File: src/rtl/hpc1_mul_scheduler_if.sv
`default_nettype none
// ============================================================================
//  Module      : hpc1_mul_scheduler_if
//  Description : Request, randomness, multiplier and response bus for
//                hpc1_mul_scheduler. The slave modport is the scheduler's
//                view and the master modport is its environment's view.
//  Revision    : 1.0 - initial release
// ============================================================================
interface hpc1_mul_scheduler_if #(
    parameter int NUM_SHARES = 2,
    parameter int BIT_WIDTH  = 2,
    parameter int NUM_REQ    = 4,
    parameter int ID_W       = $clog2(NUM_REQ)
);
    localparam int NQ = NUM_SHARES * (NUM_SHARES - 1) / 2;
    localparam int SW = NUM_SHARES * BIT_WIDTH;
    localparam int RW = (NUM_SHARES + NQ) * BIT_WIDTH;

    // Requester side
    logic [NUM_REQ-1:0]      in_req_valid;
    logic [NUM_REQ-1:0]      out_req_ready;
    logic [NUM_REQ*SW-1:0]   in_req_a;
    logic [NUM_REQ*SW-1:0]   in_req_b;
    // PRNG stream
    logic                    in_rand_valid;
    logic                    out_rand_ready;
    logic [RW-1:0]           in_rand;
    // Shared multiplier
    logic [SW-1:0]           out_mul_a;
    logic [SW-1:0]           out_mul_r;
    logic [SW-1:0]           out_mul_b;
    logic [NQ*BIT_WIDTH-1:0] out_mul_p;
    logic [SW-1:0]           in_mul_c;
    // Responses
    logic                    out_rsp_valid;
    logic [ID_W-1:0]         out_rsp_id;
    logic [SW-1:0]           out_rsp_c;
    logic                    out_busy;

    modport master (
        output in_req_valid, in_req_a, in_req_b, in_rand_valid, in_rand, in_mul_c,
        input  out_req_ready, out_rand_ready, out_mul_a, out_mul_r, out_mul_b,
               out_mul_p, out_rsp_valid, out_rsp_id, out_rsp_c, out_busy
    );

    modport slave (
        input  in_req_valid, in_req_a, in_req_b, in_rand_valid, in_rand, in_mul_c,
        output out_req_ready, out_rand_ready, out_mul_a, out_mul_r, out_mul_b,
               out_mul_p, out_rsp_valid, out_rsp_id, out_rsp_c, out_busy
    );
endinterface
`default_nettype wire

File: src/rtl/hpc1_mul_scheduler.sv
`default_nettype none
// ============================================================================
//  Module      : hpc1_mul_scheduler
//  Description : Round-robin scheduler sharing one hpc1_mul among NUM_REQ
//                requesters. Issues a/r in cycle t, b/p in cycle t+1 and
//                returns the ID-tagged product in cycle t+2. One issue per
//                cycle, one fresh randomness word per multiplication.
//  Revision    : 1.0 - initial release
// ============================================================================
module hpc1_mul_scheduler #(
    parameter int NUM_SHARES = 2,
    parameter int BIT_WIDTH  = 2,
    parameter int NUM_REQ    = 4,
    parameter int ID_W       = $clog2(NUM_REQ)
) (
    input  wire logic              in_clock,
    input  wire logic              in_reset,
    hpc1_mul_scheduler_if.slave    bus
);
    localparam int NQ = NUM_SHARES * (NUM_SHARES - 1) / 2;
    localparam int SW = NUM_SHARES * BIT_WIDTH;
    localparam int RW = (NUM_SHARES + NQ) * BIT_WIDTH;

    // Stage registers
    logic [ID_W-1:0]         r_ptr;
    logic                    r_v1;
    logic [ID_W-1:0]         r_id1;
    logic [SW-1:0]           r_b1;
    logic [NQ*BIT_WIDTH-1:0] r_p1;
    logic                    r_v2;
    logic [ID_W-1:0]         r_id2;

    // Stage-0 combinational signals
    logic                    w_issue;
    logic                    w_found;
    logic [ID_W:0]           w_cand;
    logic [ID_W-1:0]         w_grant_idx;
    logic [ID_W-1:0]         w_ptr_next;
    logic [SW-1:0]           w_sel_a;
    logic [SW-1:0]           w_sel_b;
    logic [SW-1:0]           w_rand_r;
    logic [NQ*BIT_WIDTH-1:0] w_rand_p;

    assign w_issue  = (|bus.in_req_valid) & bus.in_rand_valid & in_reset;
    assign w_rand_r = bus.in_rand[SW-1:0];
    assign w_rand_p = bus.in_rand[RW-1:SW];
    assign w_sel_a  = bus.in_req_a[w_grant_idx*SW +: SW];
    assign w_sel_b  = bus.in_req_b[w_grant_idx*SW +: SW];

    // Round-robin search: first valid requester at or after the pointer, wrapping.
    always_comb begin
        w_found     = 1'b0;
        w_grant_idx = '0;
        w_cand      = '0;
        for (int k = 0; k < NUM_REQ; k++) begin
            w_cand = {1'b0, r_ptr} + (ID_W+1)'(k);
            if (w_cand >= (ID_W+1)'(NUM_REQ)) begin
                w_cand = w_cand - (ID_W+1)'(NUM_REQ);
            end
            if (!w_found && bus.in_req_valid[w_cand[ID_W-1:0]]) begin
                w_found     = 1'b1;
                w_grant_idx = w_cand[ID_W-1:0];
            end
        end
    end

    // Pointer advances past the granted requester, wrapping after the last one.
    always_comb begin
        w_ptr_next = w_grant_idx + 1'b1;
        if (w_grant_idx == ID_W'(NUM_REQ - 1)) begin
            w_ptr_next = '0;
        end
    end

    // Issue side: operands are forced to zero when idle so the multiplier
    // never recombines stale shares.
    assign bus.out_req_ready  = w_issue ? (NUM_REQ'(1) << w_grant_idx) : '0;
    assign bus.out_rand_ready = w_issue;
    assign bus.out_mul_a      = w_issue ? w_sel_a  : '0;
    assign bus.out_mul_r      = w_issue ? w_rand_r : '0;

    // Second operand half and response; everything reads zero while in reset.
    assign bus.out_mul_b     = in_reset ? r_b1 : '0;
    assign bus.out_mul_p     = in_reset ? r_p1 : '0;
    assign bus.out_rsp_valid = r_v2 & in_reset;
    assign bus.out_rsp_id    = in_reset ? r_id2 : '0;
    assign bus.out_rsp_c     = (r_v2 & in_reset) ? bus.in_mul_c : '0;
    assign bus.out_busy      = (r_v1 | r_v2) & in_reset;

    // Pointer and the two-stage operand/ID pipeline.
    always_ff @(posedge in_clock) begin
        if (!in_reset) begin
            r_ptr <= '0;
            r_v1  <= 1'b0;
            r_id1 <= '0;
            r_b1  <= '0;
            r_p1  <= '0;
            r_v2  <= 1'b0;
            r_id2 <= '0;
        end else begin
            r_v1  <= w_issue;
            r_id1 <= w_issue ? w_grant_idx : '0;
            r_b1  <= w_issue ? w_sel_b     : '0;
            r_p1  <= w_issue ? w_rand_p    : '0;
            r_v2  <= r_v1;
            r_id2 <= r_id1;
            if (w_issue) begin
                r_ptr <= w_ptr_next;
            end
        end
    end
endmodule
`default_nettype wire

File: src/flat_wrapper.sv
// flat-port wrapper written by rule: the top's interface ports become plain ports
module hpc1_mul_scheduler_flat 
#(
    parameter int NUM_SHARES = 2,
    parameter int BIT_WIDTH  = 2,
    parameter int NUM_REQ    = 4,
    parameter int ID_W       = $clog2(NUM_REQ)
)
  (in_clock, in_reset, bus_in_req_valid, bus_in_req_a, bus_in_req_b, bus_in_rand_valid, bus_in_rand, bus_in_mul_c, bus_out_req_ready, bus_out_rand_ready, bus_out_mul_a, bus_out_mul_r, bus_out_mul_b, bus_out_mul_p, bus_out_rsp_valid, bus_out_rsp_id, bus_out_rsp_c, bus_out_busy);
  hpc1_mul_scheduler_if #(.NUM_SHARES(NUM_SHARES), .BIT_WIDTH(BIT_WIDTH), .NUM_REQ(NUM_REQ), .ID_W(ID_W)) bus_i ();
  input  wire logic in_clock;
  input  wire logic in_reset;
  input wire logic [$bits(bus_i.in_req_valid)-1:0] bus_in_req_valid;
  input wire logic [$bits(bus_i.in_req_a)-1:0] bus_in_req_a;
  input wire logic [$bits(bus_i.in_req_b)-1:0] bus_in_req_b;
  input wire logic [$bits(bus_i.in_rand_valid)-1:0] bus_in_rand_valid;
  input wire logic [$bits(bus_i.in_rand)-1:0] bus_in_rand;
  input wire logic [$bits(bus_i.in_mul_c)-1:0] bus_in_mul_c;
  output wire logic [$bits(bus_i.out_req_ready)-1:0] bus_out_req_ready;
  output wire logic [$bits(bus_i.out_rand_ready)-1:0] bus_out_rand_ready;
  output wire logic [$bits(bus_i.out_mul_a)-1:0] bus_out_mul_a;
  output wire logic [$bits(bus_i.out_mul_r)-1:0] bus_out_mul_r;
  output wire logic [$bits(bus_i.out_mul_b)-1:0] bus_out_mul_b;
  output wire logic [$bits(bus_i.out_mul_p)-1:0] bus_out_mul_p;
  output wire logic [$bits(bus_i.out_rsp_valid)-1:0] bus_out_rsp_valid;
  output wire logic [$bits(bus_i.out_rsp_id)-1:0] bus_out_rsp_id;
  output wire logic [$bits(bus_i.out_rsp_c)-1:0] bus_out_rsp_c;
  output wire logic [$bits(bus_i.out_busy)-1:0] bus_out_busy;
  assign bus_i.in_req_valid = bus_in_req_valid;
  assign bus_i.in_req_a = bus_in_req_a;
  assign bus_i.in_req_b = bus_in_req_b;
  assign bus_i.in_rand_valid = bus_in_rand_valid;
  assign bus_i.in_rand = bus_in_rand;
  assign bus_i.in_mul_c = bus_in_mul_c;
  assign bus_out_req_ready = bus_i.out_req_ready;
  assign bus_out_rand_ready = bus_i.out_rand_ready;
  assign bus_out_mul_a = bus_i.out_mul_a;
  assign bus_out_mul_r = bus_i.out_mul_r;
  assign bus_out_mul_b = bus_i.out_mul_b;
  assign bus_out_mul_p = bus_i.out_mul_p;
  assign bus_out_rsp_valid = bus_i.out_rsp_valid;
  assign bus_out_rsp_id = bus_i.out_rsp_id;
  assign bus_out_rsp_c = bus_i.out_rsp_c;
  assign bus_out_busy = bus_i.out_busy;
  hpc1_mul_scheduler #(.NUM_SHARES(NUM_SHARES), .BIT_WIDTH(BIT_WIDTH), .NUM_REQ(NUM_REQ), .ID_W(ID_W)) u_core (.in_clock(in_clock), .in_reset(in_reset), .bus(bus_i));
endmodule
File: config.mk
export PLATFORM = sky130hd
export DESIGN_NAME = hpc1_mul_scheduler_flat
export DESIGN_NICKNAME = d
export VERILOG_FILES = /design/src/rtl/hpc1_mul_scheduler_if.sv /design/src/rtl/hpc1_mul_scheduler.sv /design/src/flat_wrapper.sv
export SDC_FILE = /design/constraint.sdc
export NUM_CORES = 1
export LEC_CHECK = 0
export CAP_MARGIN = 25
export CORE_ASPECT_RATIO = 2
export CORE_UTILIZATION = 33
export CTS_CLUSTER_SIZE = 30
export DETAILED_ROUTE_END_ITERATION = 8
export PLACE_DENSITY = 0.81
export RECOVER_POWER = 50
export SLEW_MARGIN = 20
export SYNTH_ARGS = -nofsm -noshare
export SYNTH_HDL_FRONTEND = slang
export SYNTH_SLANG_ARGS = --single-unit
File: constraint.sdc
create_clock -name in_clock -period 3.6 [get_ports in_clock]
set_clock_uncertainty 0.05 [all_clocks]
set_input_delay 1.08 -clock in_clock [delete_from_list [all_inputs] [get_ports in_clock]]
set_output_delay 1.08 -clock in_clock [all_outputs]
set_load 0.05 [all_outputs]
## Word level (Yosys, flattened, before mapping)

Cells that the tools add are included.
Widths: inputs -> output; s select.

- Add/subtract/negate cells: 8
- $mul: 0
- Div/mod/pow operators: 0
- Magnitude comparators: 8
- Equality and inequality tests: 1
- Shift operators: 3
- Mux-type cells: 27
- Bitwise logic cells: 5
- Reductions and logical operators: 8

Operators by type and width:

| kind | number |
|---|---|
| $shiftx 16x5->4 | 2 |
| $mux 2 | 11 |
| $mux 4 | 5 |
| $lt 2x3->1 const B | 4 |
| $ge 3x3->1 const B | 3 |
| $bmux 1 s2 | 4 |
| $sub 2x1->2 const B | 4 |
| $mux 1 | 7 |
| $add 2x2->3 const B | 2 |
| $and 1x1->1 | 4 |
| $reduce_or 4->1 | 1 |
| $shl 1x2->4 const A | 1 |
| $add 2x1->3 const B | 1 |
| $ge 2x3->1 const B | 1 |
| $logic_and 1x1->1 | 3 |
| $logic_not 1->1 | 3 |
| $add 2x1->2 const B | 1 |
| $eq 2x2->1 const B | 1 |
| $reduce_and 2->1 | 1 |
| $or 1x1->1 | 1 |

- Register bits: 14
- Bits in latches: 0
- Bits in writable memories: 0
- ROM bits: 0
- Input bits: 49
- Output and inout bits: 27
- Logic and storage cells: 67
- Memories kept: 0

## Logic depth before layout (Yosys ltp)

Gate-level depths: netlist of the first run.

- Word-level depth: 16
- Mapped depth: 8
- Mapped depth without buffers: 6

## Worst setup path after synthesis of the first run

No wires, ideal clock.

- Kind: input -> output
- From: input bus_in_req_valid[1]
- To: output bus_out_mul_a[0]
- Arrival time: 2.849 ns
- Required time: 2.470 ns
- Path slack: -0.379 ns
- Stages on the path: 4
- Buffers on the path: 0
- Path through: o41a_1 and2_1 nand2_2 o22ai_1

- Elaborated cells between the ends (all ways): 26
- Those cells by class: shift (1); mux (16); bitwise (2); reduce/logical (7)

RTL lines:

| item | RTL line | source |
|---|---|---|
| start: declaration | flat_wrapper.sv:13 | `input wire logic [$bits(bus_i.in_req_valid)-1:0] bus_in_req_valid;` |
| $reduce_or 4->1 | hpc1_mul_scheduler.sv:44 | `assign w_issue = (\|bus.in_req_valid) & bus.in_rand_valid & in_reset;` |
| $and 1x1->1 (2 in series) | hpc1_mul_scheduler.sv:44 |  |
| net bus_out_rand_ready | flat_wrapper.sv:20 | `output wire logic [$bits(bus_i.out_rand_ready)-1:0] bus_out_rand_ready;` |
| $mux 4 | hpc1_mul_scheduler.sv:79 | `assign bus.out_mul_a = w_issue ? w_sel_a : '0;` |
| end: declaration | flat_wrapper.sv:21 | `output wire logic [$bits(bus_i.out_mul_a)-1:0] bus_out_mul_a;` |

The timed path passes the listed nets, and every way through them passes these cells. The select of a mux whose other input is x is not followed.

## Final worst setup path of the first run

- From: input bus_in_rand_valid
- To: output bus_out_mul_a[3]

- Longest elaborated chain between the ends: 3

Ends and longest elaborated chain:

| item | RTL line | source |
|---|---|---|
| start: declaration | flat_wrapper.sv:16 | `input wire logic [$bits(bus_i.in_rand_valid)-1:0] bus_in_rand_valid;` |
| $and 1x1->1 (2 in series) | hpc1_mul_scheduler.sv:44 |  |
| $mux 4 | hpc1_mul_scheduler.sv:79 |  |

No other way between the ends.

==> results of run 1 <==
-- synthesized netlist by cell type, drive strengths merged --
cell and count:
clkbuf 4, ha 4, nand2 2, o22ai 8
o41a 1, buf 2, o21ai 1, and2 15
nor2 3, nor3 1, o2bb2a 1, nand2b 1
a211oi 1, inv 6, and3 15, a21oi 3
dfxtp 14, mux2i 18, or2 1
-- metal layers --
layer	vias up	part of all wire, %	GRT usage, %
li1	528	-	-
met1	507	31	19.8
met2	54	61	47.0
met3	8	4.1	1.71
met4	0	3.1	12.4
met5	-	0	0
-- state kept, by name (all words and copies together), names as in the netlist --
name and cells:
u_core.r_v2 1, u_core.r_id2 2, u_core.r_id1 2, u_core.r_p1 2
u_core.r_b1 4, u_core.r_ptr 2, u_core.r_v1 1
-- kinds of logic (layout without fill, tap and decap cells) --
group | Yosys count | after routing | share of synthesized area, %
buffers and inverters | 12 | 98 | 8.24
adders and majority gates | 4 | 4 | 5.32
DFF | 14 | 14 | 29.8
muxes | 18 | 18 | 19.1
and+or+nand+nor | 38 | 38 | 25.1
AOI/OAI and AO/OA | 15 | 15 | 12.4
-- stage by stage --
stage	std cells	hold slack [ps]	setup slack, ps	instance area, sq um	utilization [%]
2_1_floorplan	101	362	81.8	967	-
3_3_place_gp	209	364	-240	1920	70.1
3_5_place_dp	209	376	-337	1920	70.1
4_1_cts	215	382	1.62	2110	77.0
5_1_grt	216	402	4.82	2130	78.0
6_report	216	387	47.0	2130	78.0
-- timing repair --
item                                    4_1_cts  5_1_grt
endpoints found under the hold margin         0        0
endpoints found under the setup margin       13        8
pin swaps                                     7        3
resized for setup                            30       17
cloned                                        0        0
setup buffers                                 2        1
-- power by group --
group | switching, mW | total [mW] | internal [mW]
clock | 0.0519 | 0.149 | 0.0967
combinational | 0.141 | 0.299 | 0.158
sequential | 0.00718 | 0.173 | 0.165
total | 0.200 | 0.620 | 0.420
-- area by class of cell --
cell class              instances  share of cell area [%]
inverters                       6                    1.06
repair buffers                 88                    47.0
clock buffers                   4                    2.58
flip-flops and latches         14                    13.1
well taps                      29                    1.70
multi-input cells              75                    34.5
-- worst paths after layout --
kind / startpoint / end / slack (ps) / cells after the start
worst max-delay path: bus_in_rand_valid / bus_out_mul_a[3] / 50 / 6
worst min register to register: u_core.r_id1[1] / u_core.r_id2[1] / 390 / 1
worst max register to register: u_core.r_ptr[1] / u_core.r_b1[1] / 1530 / 7
worst min-delay path: u_core.r_id1[1] / u_core.r_id2[1] / 390 / 1
==> results.md, run 1 <==
- TritonCTS clock tree: done
- CP bufs+invs: 2
- Least-Margin Pin Slew: 579 ps
- Vias per inst: 5.08
- Area taken by multi-input logic gates: 736 sq um
- Clock Latency Late Sink: 240 ps
- Max Cap Viol: 0
- PortBufs: 75
- Layout filler cell count: 178
- Area leader, netlist: dfxtp_1
- Commonest non-fill, non-tap cells in the layout: 44 x clkdlybuf4s50_1, 18 x buf_12, 14 x buf_4, 14 x dfxtp_1, 12 x and3_1
- Core area: 2740 sq um
- DRC: 0
- Die width: 39.8 um
- Peak VDD IR: 0.235 mV
- Wirelength per Cell: 15.1 um
- Final hold viol count: 0
- Final Setup Violations: 0
- Seq/Total Area, Yosys: 29.8%
- Routed WL: 3270 um
- Register bit count reported by yosys: 14
- Status: finished, final reports clean
- Post-DP HPWL: 2490 um
- Congestion Overflow GR: 0
- Syn. warnings: 0
- Hold_buf cts: 0
- Delay-heaviest family, CP: buffers and inverters
- I/O pin count: 76
- Synth Instances: 101
- CTS H-Tree Depth: 1
- First-pass GRT wire length: 5150 um
- Crit path launch type: input port
- Post-synthesis cell type count: 22
- Crit path time final: 3550 ps
- Setup CP Type: in2out
- Initial Util: 34.4%
- Final net count: 241
- Clock tree buffer depth: 2
- Pre-Repair DR Iteration Count: 4
- Slowest stage delay, CP: 460 ps
- RSZ-0062 raised after global routing: false
- Antenna violations before repair: 0
- GPL Wtd Cong: 0.762
- Iteration-0 DRC Markers: 13
- Commonest non-fill, non-tap cell in the layout: clkdlybuf4s50_1
- Die H: 77.5 um
- Die footprint: 3080 sq um
- Num rows: 27
- Layout cell share with drive strength beyond 1: 40.1%
- Top cells by area, synth: dfxtp_1 30%, mux2i_1 19%, and2_1 9.3%, and3_1 9.3%, ha_1 5.3%
- Crit path DAT: 2420 ps
- Seq. cell area: 280 sq um
- Count of pins over their slew limit: 0
- CP Capture Type: output pin
- Crit path cell chain: clkdlybuf4s50_1, o41a_1, and2_2, nand2_4, o22ai_2, buf_12
- Worst-path clk slew: 60 ps
- Yosys top cell area share: 29.8%
- Relative slew slack: 61.4%
- PwrDens: 291 nW/um^2
- All-Layer GR Usage: 23.7%
- Largest net degree at the start of global routing: 20
- Power Total: 0.620 mW
- Synth Net Count: 154
- Clock sinks: 14
- Post-route ant nets: 0
- Avg Inst Size Synth: 9.32 sq um
- Final cycle utilization of the critical path: 98.7%
- CP max-delay cell: clkdlybuf4s50_1
- Area growth, synth to finish: 127%
- Crit path max fanout: 5
- Worst min-delay path category: reg2reg
- Critical Path RT: 2470 ps
- Inserted Diodes: 0
- P_leak: 0.920 nW
- Fmax: 281 MHz
- Number of global-route vias before repair: 1201
- Fin Setup TNS: 0 ps
- CTS root buffer: clkbuf_8
- Vias post-DR: 1097
- TritonCTS Buffers: 3
- Syn Std Cell Area: 941 sq um
No activity file was read; power rests on OpenSTA's default activity.
==> run 2: changes to the inputs <==
ABC_AREA = 1   (was default)
PLACE_DENSITY = 0.73   (was 0.81)
==> run 2 against run 1 <==
The flow now finishes with violations (negative setup slack); global-route usage rose by 5.9 points; area after synthesis rose by 29%; cell area rose by 39%; routed wire length rose by 74%; critical path type unchanged; register-to-register slack got worse by 1500 ps; die area rose by 28%; maximum frequency fell by 6.1%; non-clock buffer count rose by 30; flip-flop and latch count did not move; sequential power rose by 5%; first-iteration DRC count rose to 4.3 times the previous value.
==> results.md, run 2 <==
- Status: finished, violations left
- Failing checks: negative setup slack
- Internal Power: 0.644 mW
- Post-synthesis cell type count: 27
- Largest register by flop count: u_core.r_b1
- First-pass GRT wire length: 8780 um
- Clock Latency Late Sink: 250 ps
- TritonCTS Buffers: 3
- WHS Path Cells: 2
- Iteration-0 DRC Markers: 56
- Max reg flops: 4
- Num rows: 30
- Congestion Overflow GR: 0
- Top cells by area, synth: dfxtp_1 23%, nand2_1 22%, inv_1 11%, nand3_1 11%, nor2_1 9.6%
- Clock sinks: 14
- Number of global-route vias before repair: 1976
- DRC: 0
- Fmax: 264 MHz
- Final cycle utilization of the critical path: 105%
- Placed Area: 2380 sq um
- Hold_buf cts: 0
- Wirelength per Cell: 15.1 um
- Die footprint: 3950 sq um
- GPL Wtd Cong: 0.847
- Fin Setup TNS: -1280 ps
- I/O pin count: 76
- Max Cap Viol: 0
- Count of pins over their slew limit: 0
- Area growth, synth to finish: 143%
- Sw power: 0.488 mW
- Setup CP Type: in2out
- Area leader, netlist: dfxtp_1
- Syn Std Cell Area: 1220 sq um
- P_leak: 1.47 nW
- Pre-Repair DR Iteration Count: 5
- Largest net degree at the start of global routing: 15
- Least-Margin Pin Slew: 554 ps
- Final hold viol count: 0
- Count leader, synth: nand2_1
- Critical Path RT: 2470 ps
- Synth Instances: 213
- Crit path launch type: input port
- Seq/Total Area, Yosys: 23.0%
- Worst min-delay path category: reg2reg
- Worst-case hold slack: 385 ps
- RSZ-0062 raised after global routing: true
- Core area: 3450 sq um
- Post-synth EDFFs: 0
- Vias post-DR: 1888
- Register bit count reported by yosys: 14
- CP Capture Type: output pin
- Crit path max fanout: 7
- Peak VDD IR: 0.309 mV
- TritonCTS clock tree: done
- Post-DP HPWL: 2980 um
- PwrDens: 383 nW/um^2
- Commonest non-fill, non-tap cell in the layout: nand2_1
- Synth Net Count: 266
- Commonest non-fill, non-tap cells in the layout: 59 x nand2_1, 43 x clkdlybuf4s50_1, 32 x buf_4
- Layout Cell Area excl Fill: 2960 sq um
- Reg power frac: 16.0%
- Power Total: 1.13 mW
- Die H: 87.9 um
- CTS root buffer: clkbuf_8
- Avg Inst Size Synth: 5.71 sq um
- Syn. warnings: 0
- Post-route setup slack: -182 ps
- Initial Util: 35.2%
- All-Layer GR Usage: 29.6%
- Inserted Diodes: 0
- Yosys top cell area share: 23.0%
- Antenna violations before repair: 0
- Synth Flop Type: dfxtp_1
- Routed WL: 5700 um
- Worst-path clk slew: 60 ps
- Die width: 44.9 um
- Vias per inst: 4.99
- Most frequent cells after synthesis: 72 x nand2_1, 35 x inv_1, 31 x nor2_1
- Switch share: 43.1%
- Layout cell share with drive strength beyond 1: 45.2%
- R2R depth: 27
- Clock tree buffer depth: 2
- Relative slew slack: 63.0%
- Power share of the clock group: 13.8%
- Post-route ant nets: 0
- Crit path time final: 3780 ps
- Final net count: 384
- PortBufs: 75
- CTS H-Tree Depth: 1
- Async set-reset flop share out of synthesis: 0%
- Final Setup Violations: 9
- Comb pwr share: 70.2%
- Crit path DAT: 2650 ps
-- run 2: cells by family (layout without fill, tap and decap cells) --
group	count (synthesis)	after routing	share of synthesized area [%]
simple gates	141	143	51.6
fa+ha+maj	4	4	4.12
buf+inv	48	163	17.5
flops	14	14	23.0
compound gates	6	6	3.70
-- run 2: per-stage QoR --
stage | utilization [%] | std cells | setup WS (ps)
final | 85.7 | 378 | -182
after global routing | 85.7 | 378 | -210
after CTS | 84.7 | 376 | -113
after detailed placement | 68.9 | 344 | -499
after global placement | 68.9 | 344 | -473
after floorplan | - | 213 | -120
-- run 2: power groups by stage --
stage | clock [mW] | sequential, mW | combinational [mW]
5_1_grt | 0.168 | 0.183 | 0.838
3_3_place_gp | 0 | 0.181 | 0.503
2_1_floorplan | 0 | 0.177 | 0.318
3_5_place_dp | 0 | 0.182 | 0.508
4_1_cts | 0.153 | 0.180 | 0.742
6_report | 0.156 | 0.182 | 0.795
-- run 2: what timing repair did --
action,CTS,global route
pin swaps,35,13
resized for setup,90,7
setup endpoints to repair,13,10
gates cloned,3,0
buffers inserted,27,4
endpoints found under the hold margin,0,0
-- run 2: routing by layer --
layer | GRT usage, % | vias up | routed length, um
met5 | 0 | - | 0
met3 | 2.68 | 32 | 285
met1 | 28.3 | 857 | 1900
met2 | 57.7 | 118 | 3210
met4 | 15.4 | 0 | 301
li1 | - | 881 | -
-- run 2: cell type report --
| cell class | count | area [sq um] |
|---|---|---|
| multi-input combinational | 153 | 1000 |
| timing repair buffer | 118 | 1390 |
| tap | 48 | 60.1 |
| clock buffer | 4 | 55.1 |
| inverter | 41 | 179 |
| sequential | 14 | 280 |
| fill | 177 | 493 |
-- run 2: worst max-delay path: stages --
cell and delay [ps]:
buf_6 90, inv_4 50, nand2_2 60, and2_4 200, a21oi_4 140, buf_6 130, nand2_8 60, nor2_4 100
nor2_4 50, buf_12 140, buf_8 130, nand3_2 80, nand2_2 70, nor2_4 90, buf_6 160
-- run 2: path summary, 6_finish.rpt --
path | from | endpoint | slack [ps]
setup / recovery | bus_in_req_valid[3] | bus_out_mul_a[2] | -180
hold / removal | u_core.r_v1 | u_core.r_v2 | 380
setup reg to reg | u_core.r_ptr[0] | u_core.r_id1[1] | -10
hold reg to reg | u_core.r_v1 | u_core.r_v2 | 380
